--- src/rtl/disp_ctrl_pkg.sv ---
// Shared definitions for the display-selection controller: state encodings,
// button indices, press priority and the registered output decode.
package disp_ctrl_pkg;

    typedef logic [2:0] state_t;

    localparam state_t ST_IDLE   = 3'd0;
    localparam state_t ST_SHOW_A = 3'd1;
    localparam state_t ST_SHOW_B = 3'd2;
    localparam state_t ST_HOLD_A = 3'd3;
    localparam state_t ST_HOLD_B = 3'd4;
    localparam state_t ST_SCAN   = 3'd5;

    // Button indices into the press/level vectors.
    localparam int BTN_A    = 0;
    localparam int BTN_B    = 1;
    localparam int BTN_HOLD = 2;
    localparam int BTN_SCAN = 3;
    localparam int NUM_BTNS = 4;

    typedef enum logic [1:0] {
        PR_A    = 2'd0,
        PR_B    = 2'd1,
        PR_HOLD = 2'd2,
        PR_SCAN = 2'd3
    } press_sel_e;

    // Highest-priority press in a cycle: scan > hold > a > b.
    // Only meaningful when at least one press bit is set.
    function automatic press_sel_e top_press(input logic [NUM_BTNS-1:0] p);
        press_sel_e sel;
        if (p[BTN_SCAN])      sel = PR_SCAN;
        else if (p[BTN_HOLD]) sel = PR_HOLD;
        else if (p[BTN_A])    sel = PR_A;
        else                  sel = PR_B;
        return sel;
    endfunction

    // Mux controls {sela, selb, hold, seldisp} for a given state and scan phase.
    function automatic logic [3:0] out_decode(input state_t st, input logic phase);
        logic [3:0] o;
        case (st)
            ST_SHOW_A: o = 4'b1000;
            ST_SHOW_B: o = 4'b0100;
            ST_HOLD_A: o = 4'b0011;
            ST_HOLD_B: o = 4'b0010;
            ST_SCAN:   o = {3'b001, phase};
            default:   o = 4'b0000;
        endcase
        return o;
    endfunction

endpackage

--- src/rtl/btn_debounce.sv ---
// Two-flop synchroniser followed by a stability counter. The debounced level
// follows the synchronised level only after it has differed for DEB_CYCLES
// consecutive cycles; a rising debounced level emits a one-cycle press pulse.
module btn_debounce #(
    parameter int DEB_CYCLES = 16
) (
    input  logic clk,
    input  logic rst,
    input  logic btn_raw,
    output logic level,
    output logic press
);

    localparam int CW = (DEB_CYCLES < 2) ? 1 : $clog2(DEB_CYCLES);
    localparam logic [CW-1:0] CNT_LAST = CW'(DEB_CYCLES - 1);

    logic          sync1_q, sync2_q;
    logic [CW-1:0] cnt_q, cnt_d;
    logic          level_q, level_d;
    logic          press_q, press_d;

    // Count consecutive cycles of disagreement; any agreement restarts the count.
    always_comb begin
        cnt_d   = '0;
        level_d = level_q;
        press_d = 1'b0;
        if (sync2_q != level_q) begin
            if (cnt_q == CNT_LAST) begin
                level_d = sync2_q;
                press_d = sync2_q;
            end else begin
                cnt_d = cnt_q + 1'b1;
            end
        end
    end

    // Synchroniser, counter, debounced level and press pulse registers.
    always_ff @(posedge clk) begin
        if (rst) begin
            sync1_q <= 1'b0;
            sync2_q <= 1'b0;
            cnt_q   <= '0;
            level_q <= 1'b0;
            press_q <= 1'b0;
        end else begin
            sync1_q <= btn_raw;
            sync2_q <= sync1_q;
            cnt_q   <= cnt_d;
            level_q <= level_d;
            press_q <= press_d;
        end
    end

    assign level = level_q;
    assign press = press_q;

endmodule

--- src/rtl/disp_sel_ctrl.sv ---
// Display-selection controller: debounces four buttons, runs the selection
// FSM with its scan dwell and idle timeout counters, and registers the mux
// controls decoded from the next state.
module disp_sel_ctrl
    import disp_ctrl_pkg::*;
#(
    parameter int DEB_CYCLES = 16,
    parameter int SCAN_SECS  = 4,
    parameter int IDLE_SECS  = 60
) (
    input  logic       clk,
    input  logic       rst,
    input  logic       tick_1hz,
    input  logic       btn_a,
    input  logic       btn_b,
    input  logic       btn_hold,
    input  logic       btn_scan,
    output logic       sela,
    output logic       selb,
    output logic       hold,
    output logic       seldisp,
    output logic [2:0] state_o
);

    logic [NUM_BTNS-1:0] btn_raw;
    logic [NUM_BTNS-1:0] btn_level;
    logic [NUM_BTNS-1:0] btn_press;

    assign btn_raw[BTN_A]    = btn_a;
    assign btn_raw[BTN_B]    = btn_b;
    assign btn_raw[BTN_HOLD] = btn_hold;
    assign btn_raw[BTN_SCAN] = btn_scan;

    generate
        for (genvar gi = 0; gi < NUM_BTNS; gi++) begin : g_deb
            btn_debounce #(
                .DEB_CYCLES(DEB_CYCLES)
            ) u_deb (
                .clk    (clk),
                .rst    (rst),
                .btn_raw(btn_raw[gi]),
                .level  (btn_level[gi]),
                .press  (btn_press[gi])
            );
        end
    endgenerate

    // Debounced levels are not needed by the FSM; only the press pulses are.
    logic levels_unused;
    assign levels_unused = ^btn_level;

    state_t     state_q, state_d;
    logic       phase_q, phase_d;
    logic [7:0] dwell_q, dwell_d;
    logic [7:0] idle_q, idle_d;
    logic [3:0] out_q;

    logic       any_press;
    press_sel_e sel;
    logic [8:0] dwell_inc, idle_inc;

    assign any_press = |btn_press;
    assign sel       = top_press(btn_press);
    assign dwell_inc = {1'b0, dwell_q} + 9'd1;
    assign idle_inc  = {1'b0, idle_q} + 9'd1;

    // Next-state: a press always beats a coincident tick and clears both counters.
    always_comb begin
        state_d = state_q;
        phase_d = phase_q;
        dwell_d = dwell_q;
        idle_d  = idle_q;
        if (any_press) begin
            dwell_d = '0;
            idle_d  = '0;
            case (sel)
                PR_SCAN: begin
                    if (state_q == ST_SCAN) begin
                        state_d = ST_IDLE;
                    end else begin
                        state_d = ST_SCAN;
                        phase_d = 1'b1;
                    end
                end
                PR_HOLD: begin
                    case (state_q)
                        ST_SHOW_A: state_d = ST_HOLD_A;
                        ST_SHOW_B: state_d = ST_HOLD_B;
                        ST_HOLD_A: state_d = ST_SHOW_A;
                        ST_HOLD_B: state_d = ST_SHOW_B;
                        default:   state_d = state_q;
                    endcase
                end
                PR_A:    state_d = ST_SHOW_A;
                default: state_d = ST_SHOW_B;
            endcase
        end else if (tick_1hz) begin
            if (state_q == ST_SCAN) begin
                if (dwell_inc == 9'(SCAN_SECS)) begin
                    phase_d = ~phase_q;
                    dwell_d = '0;
                end else begin
                    dwell_d = dwell_inc[7:0];
                end
            end else if ((state_q == ST_SHOW_A || state_q == ST_SHOW_B) && IDLE_SECS != 0) begin
                if (idle_inc == 9'(IDLE_SECS)) begin
                    state_d = ST_IDLE;
                    idle_d  = '0;
                end else begin
                    idle_d = idle_inc[7:0];
                end
            end
        end
        // Counters only live in their own states and restart on any state change.
        if (state_d != ST_SCAN || state_d != state_q) begin
            dwell_d = '0;
        end
        if ((state_d != ST_SHOW_A && state_d != ST_SHOW_B) || state_d != state_q) begin
            idle_d = '0;
        end
    end

    // State, counters and outputs registered together so outputs track the state.
    always_ff @(posedge clk) begin
        if (rst) begin
            state_q <= ST_IDLE;
            phase_q <= 1'b0;
            dwell_q <= '0;
            idle_q  <= '0;
            out_q   <= 4'b0000;
        end else begin
            state_q <= state_d;
            phase_q <= phase_d;
            dwell_q <= dwell_d;
            idle_q  <= idle_d;
            out_q   <= out_decode(state_d, phase_d);
        end
    end

    assign sela    = out_q[3];
    assign selb    = out_q[2];
    assign hold    = out_q[1];
    assign seldisp = out_q[0];
    assign state_o = state_q;

endmodule

--- config.mk ---
export PLATFORM = sky130hd
export DESIGN_NAME = disp_sel_ctrl
export DESIGN_NICKNAME = d
export VERILOG_FILES = /design/src/rtl/disp_ctrl_pkg.sv /design/src/rtl/btn_debounce.sv /design/src/rtl/disp_sel_ctrl.sv
export SDC_FILE = /design/constraint.sdc
export NUM_CORES = 1
export LEC_CHECK = 0
export BUFFER_PORTS_ARGS = -buffer_cell sky130_fd_sc_hd__clkbuf_2
export CORE_UTILIZATION = 25
export CTS_CLUSTER_DIAMETER = 80
export CTS_CLUSTER_SIZE = 30
export DETAILED_ROUTE_END_ITERATION = 12
export GPL_ROUTABILITY_DRIVEN = 0
export PLACE_DENSITY_LB_ADDON = 0.05
export SLEW_MARGIN = 20
export SYNTH_ARGS = -nofsm -noshare
export SYNTH_HDL_FRONTEND = slang
export SYNTH_SLANG_ARGS = --single-unit
--- constraint.sdc ---
create_clock -name clk -period 2.2 [get_ports clk]
set_clock_uncertainty 0.2 [all_clocks]
set_input_delay 0.44 -clock clk [delete_from_list [all_inputs] [get_ports clk]]
set_output_delay 0.44 -clock clk [all_outputs]
set_load 0.005 [all_outputs]
==> results.ini <==
[run_status]
status=complete, no violations

[power_and_ir_drop]
ir_drop_v=0.000353
total_leakage_power_uw=0.00112
powerDensity_nw_per_um2=623

[clock_tree]
clockRootBuffer=clkbuf_8
clock_sinks=56
cts_setup_buffers=0
cts_resized=0
clkTransAtPathRegs_ns=0.10
cts_tree=built
htreeDepth=2
cts_buffer_depth=2
worst_skew_pair.late_latency_ns=0.31
cts_hold_buf=0
numCtsBuffers=5

[flow_run]
cap_violations=0

[drt]
wire_per_inst_um=11.1
dr.pass1.iters=6
wl_met3_um=92
drt-met1-wl_um=2380
drc=0
met2_length_um=2030
drt_iter0_markers=53
drt-total-wl_um=4550
ant_nets=0
top_layer=met4
routed_via_density=4.18
vias=1716

[placed_design]
place_area_um2=2680
io_buffers=13
hpwl_um=3390

[logic_synthesis]
netlist_area_um2=2400
synth_cell_types=44
synth.ff_latch_count=56
synth.avg_cell_area_um2=9.40
seq_area_frac_synth=0.468
synth_top_area_frac=0.468
synth_area_leader_cell=dfxtp_1
syn_inst=255
synth_most_common_cell=dfxtp_1
synthFlopType=dfxtp_1
synth-warning-count=0
synth_edf_count=0
synthArstFlopShare=0
yosys-top-cells-count=56 x dfxtp_1, 38 x nor2_1, 18 x nand2_1
synthesis.nets=268
synth.area.top_cells=dfxtp_1 47%, nor2_1 5.9%, xor2_1 5.1%

[timing]
slew_viol_final=0
grt_setup_unrepaired=false
finalHoldViolCount=0
fin_crit_ns=2.07
relSlewSlack=0.747
tns_ns=0
fmax_ghz=0.484
finalSetupViolCount=0
fin_crit_sh=0.939
tightest_slew_ns=0.375

[floorplan]
dieArea_um2=9990
die_y_um=99.9
start_util=0.258
core_region_area_um2=9280
die_w_um=99.9
rows=35
pin_count=14

[setup_path]
crit_type=reg2reg
worstPathRequired_ns=2.24
critPathArrivalTime_ns=2.11
worstPathMaxFanout=6
cp-end-kind=flop
startpoint_type=flop
reg2reg_depth=7

[grt]
grt_overflow=0
first_global_vias=1690
grt_pass1_wl_um=8100
grt_antenna_before_repair=0
grt_max_degree=31
track_usage=0.102

[layout]
post-route-cell-area_um2=2820
final_layout_size_suffix_gt1_frac=0.188
area_growth_pct=17.5
n_antenna_cell=0
fin_nets=294

[hold_path]
hp-class=in2reg
hold_depth=2

## final timing paths
check,startpoint,slack [ns],endpoint
hold / removal,btn_b,0.13,g_deb[1].u_deb.sync1_q
setup / recovery,idle_q[0],0.13,out_q[0]
hold reg to reg,g_deb[2].u_deb.sync1_q,0.24,g_deb[2].u_deb.sync2_q
setup reg to reg,idle_q[0],0.13,out_q[0]
## layout by cell type, fill, tap and decap left out, drive strengths merged
| cell type | n |
|---|---|
| nand2 | 18 |
| o21ai | 4 |
| nor2 | 39 |
| nor4b | 4 |
| o21bai | 1 |
| or3 | 1 |
| and3 | 7 |
| a31oi | 1 |
| and2 | 1 |
| nor4 | 1 |
| or4 | 2 |
| nand2b | 4 |
| ha | 6 |
| xor2 | 14 |
| nand4 | 4 |
| nand3 | 15 |
| and3b | 2 |
| nor4bb | 1 |
| nor3 | 14 |
| and2b | 1 |
| a21oi | 4 |
| nor2b | 11 |
| clkbuf | 19 |
| a211o | 3 |
| and4b | 2 |
| bufinv | 1 |
| mux2i | 10 |
| nor3b | 1 |
| nand3b | 1 |
| inv | 5 |
| or2 | 1 |
| buf | 13 |
| a221o | 1 |
| dfxtp | 56 |
| xnor2 | 13 |
| nand4b | 1 |
## final cells by class
cell class | count | area, um^2
Clock buffer | 6 | 72.6
Clock inverter | 2 | 38.8
Fill cell | 1021 | 6470
Inverter | 4 | 15.0
Multi-Input combinational cell | 188 | 1240
Sequential cell | 56 | 1130
Tap cell | 129 | 161
Timing Repair Buffer | 26 | 163
## state kept, by name, summed over array words and instances, names as in the netlist
signal               flops
g_deb.u_deb.cnt_q       16
dwell_q                  8
idle_q                   8
g_deb.u_deb.level        4
g_deb.u_deb.press        4
g_deb.u_deb.sync1_q      4
g_deb.u_deb.sync2_q      4
out_q                    4
state_o                  3
phase_q                  1
## where the power goes
group	switching, uW	internal, uW
sequential	4.61	1020
combinational	18.5	15.1
clock	349	345
## per-layer routing
metal / global-route usage / vias up
li1: - / 917
met1: 0.131 / 783
met2: 0.170 / 11
met3: 0.0230 / 5
met4: 0.0339 / 0
met5: 0 / -
## critical path, cell delays in order, from the launching register on
cell	delay, ns
dfxtp_1	0.35
ha_1	0.19
and3_1	0.24
nand3_1	0.11
mux2i_1	0.13
a211o_2	0.37
or2_1	0.27
a21oi_1	0.14
## logic make-up (layout without fill, tap and decap cells)
group	Yosys count	after routing	share of synthesized area
and+or+nand+nor	131	131	0.297
DFF	56	56	0.468
AOI/OAI and AO/OA	14	14	0.0412
adders and majority gates	6	6	0.0313
xor gates and xnor gates	27	27	0.0986
muxes	10	10	0.0418
buffers and inverters	11	38	0.0224
## per-stage QoR
stage | power, uW | instances | setup slack, ns | utilization | hold slack [ns]
final | 1750 | 411 | 0.134 | 0.303 | 0.130
after detailed placement | 1080 | 403 | 0.0637 | 0.289 | 0.222
after CTS | 1790 | 411 | 0.0332 | 0.301 | 0.122
after global placement | 1090 | 403 | 0.0481 | 0.289 | 0.218
after floorplan | 1070 | 255 | 0.247 | - | 0.214
after global routing | 1830 | 411 | 0.00471 | 0.303 | 0.120
Power figures use the tool's default switching activity.
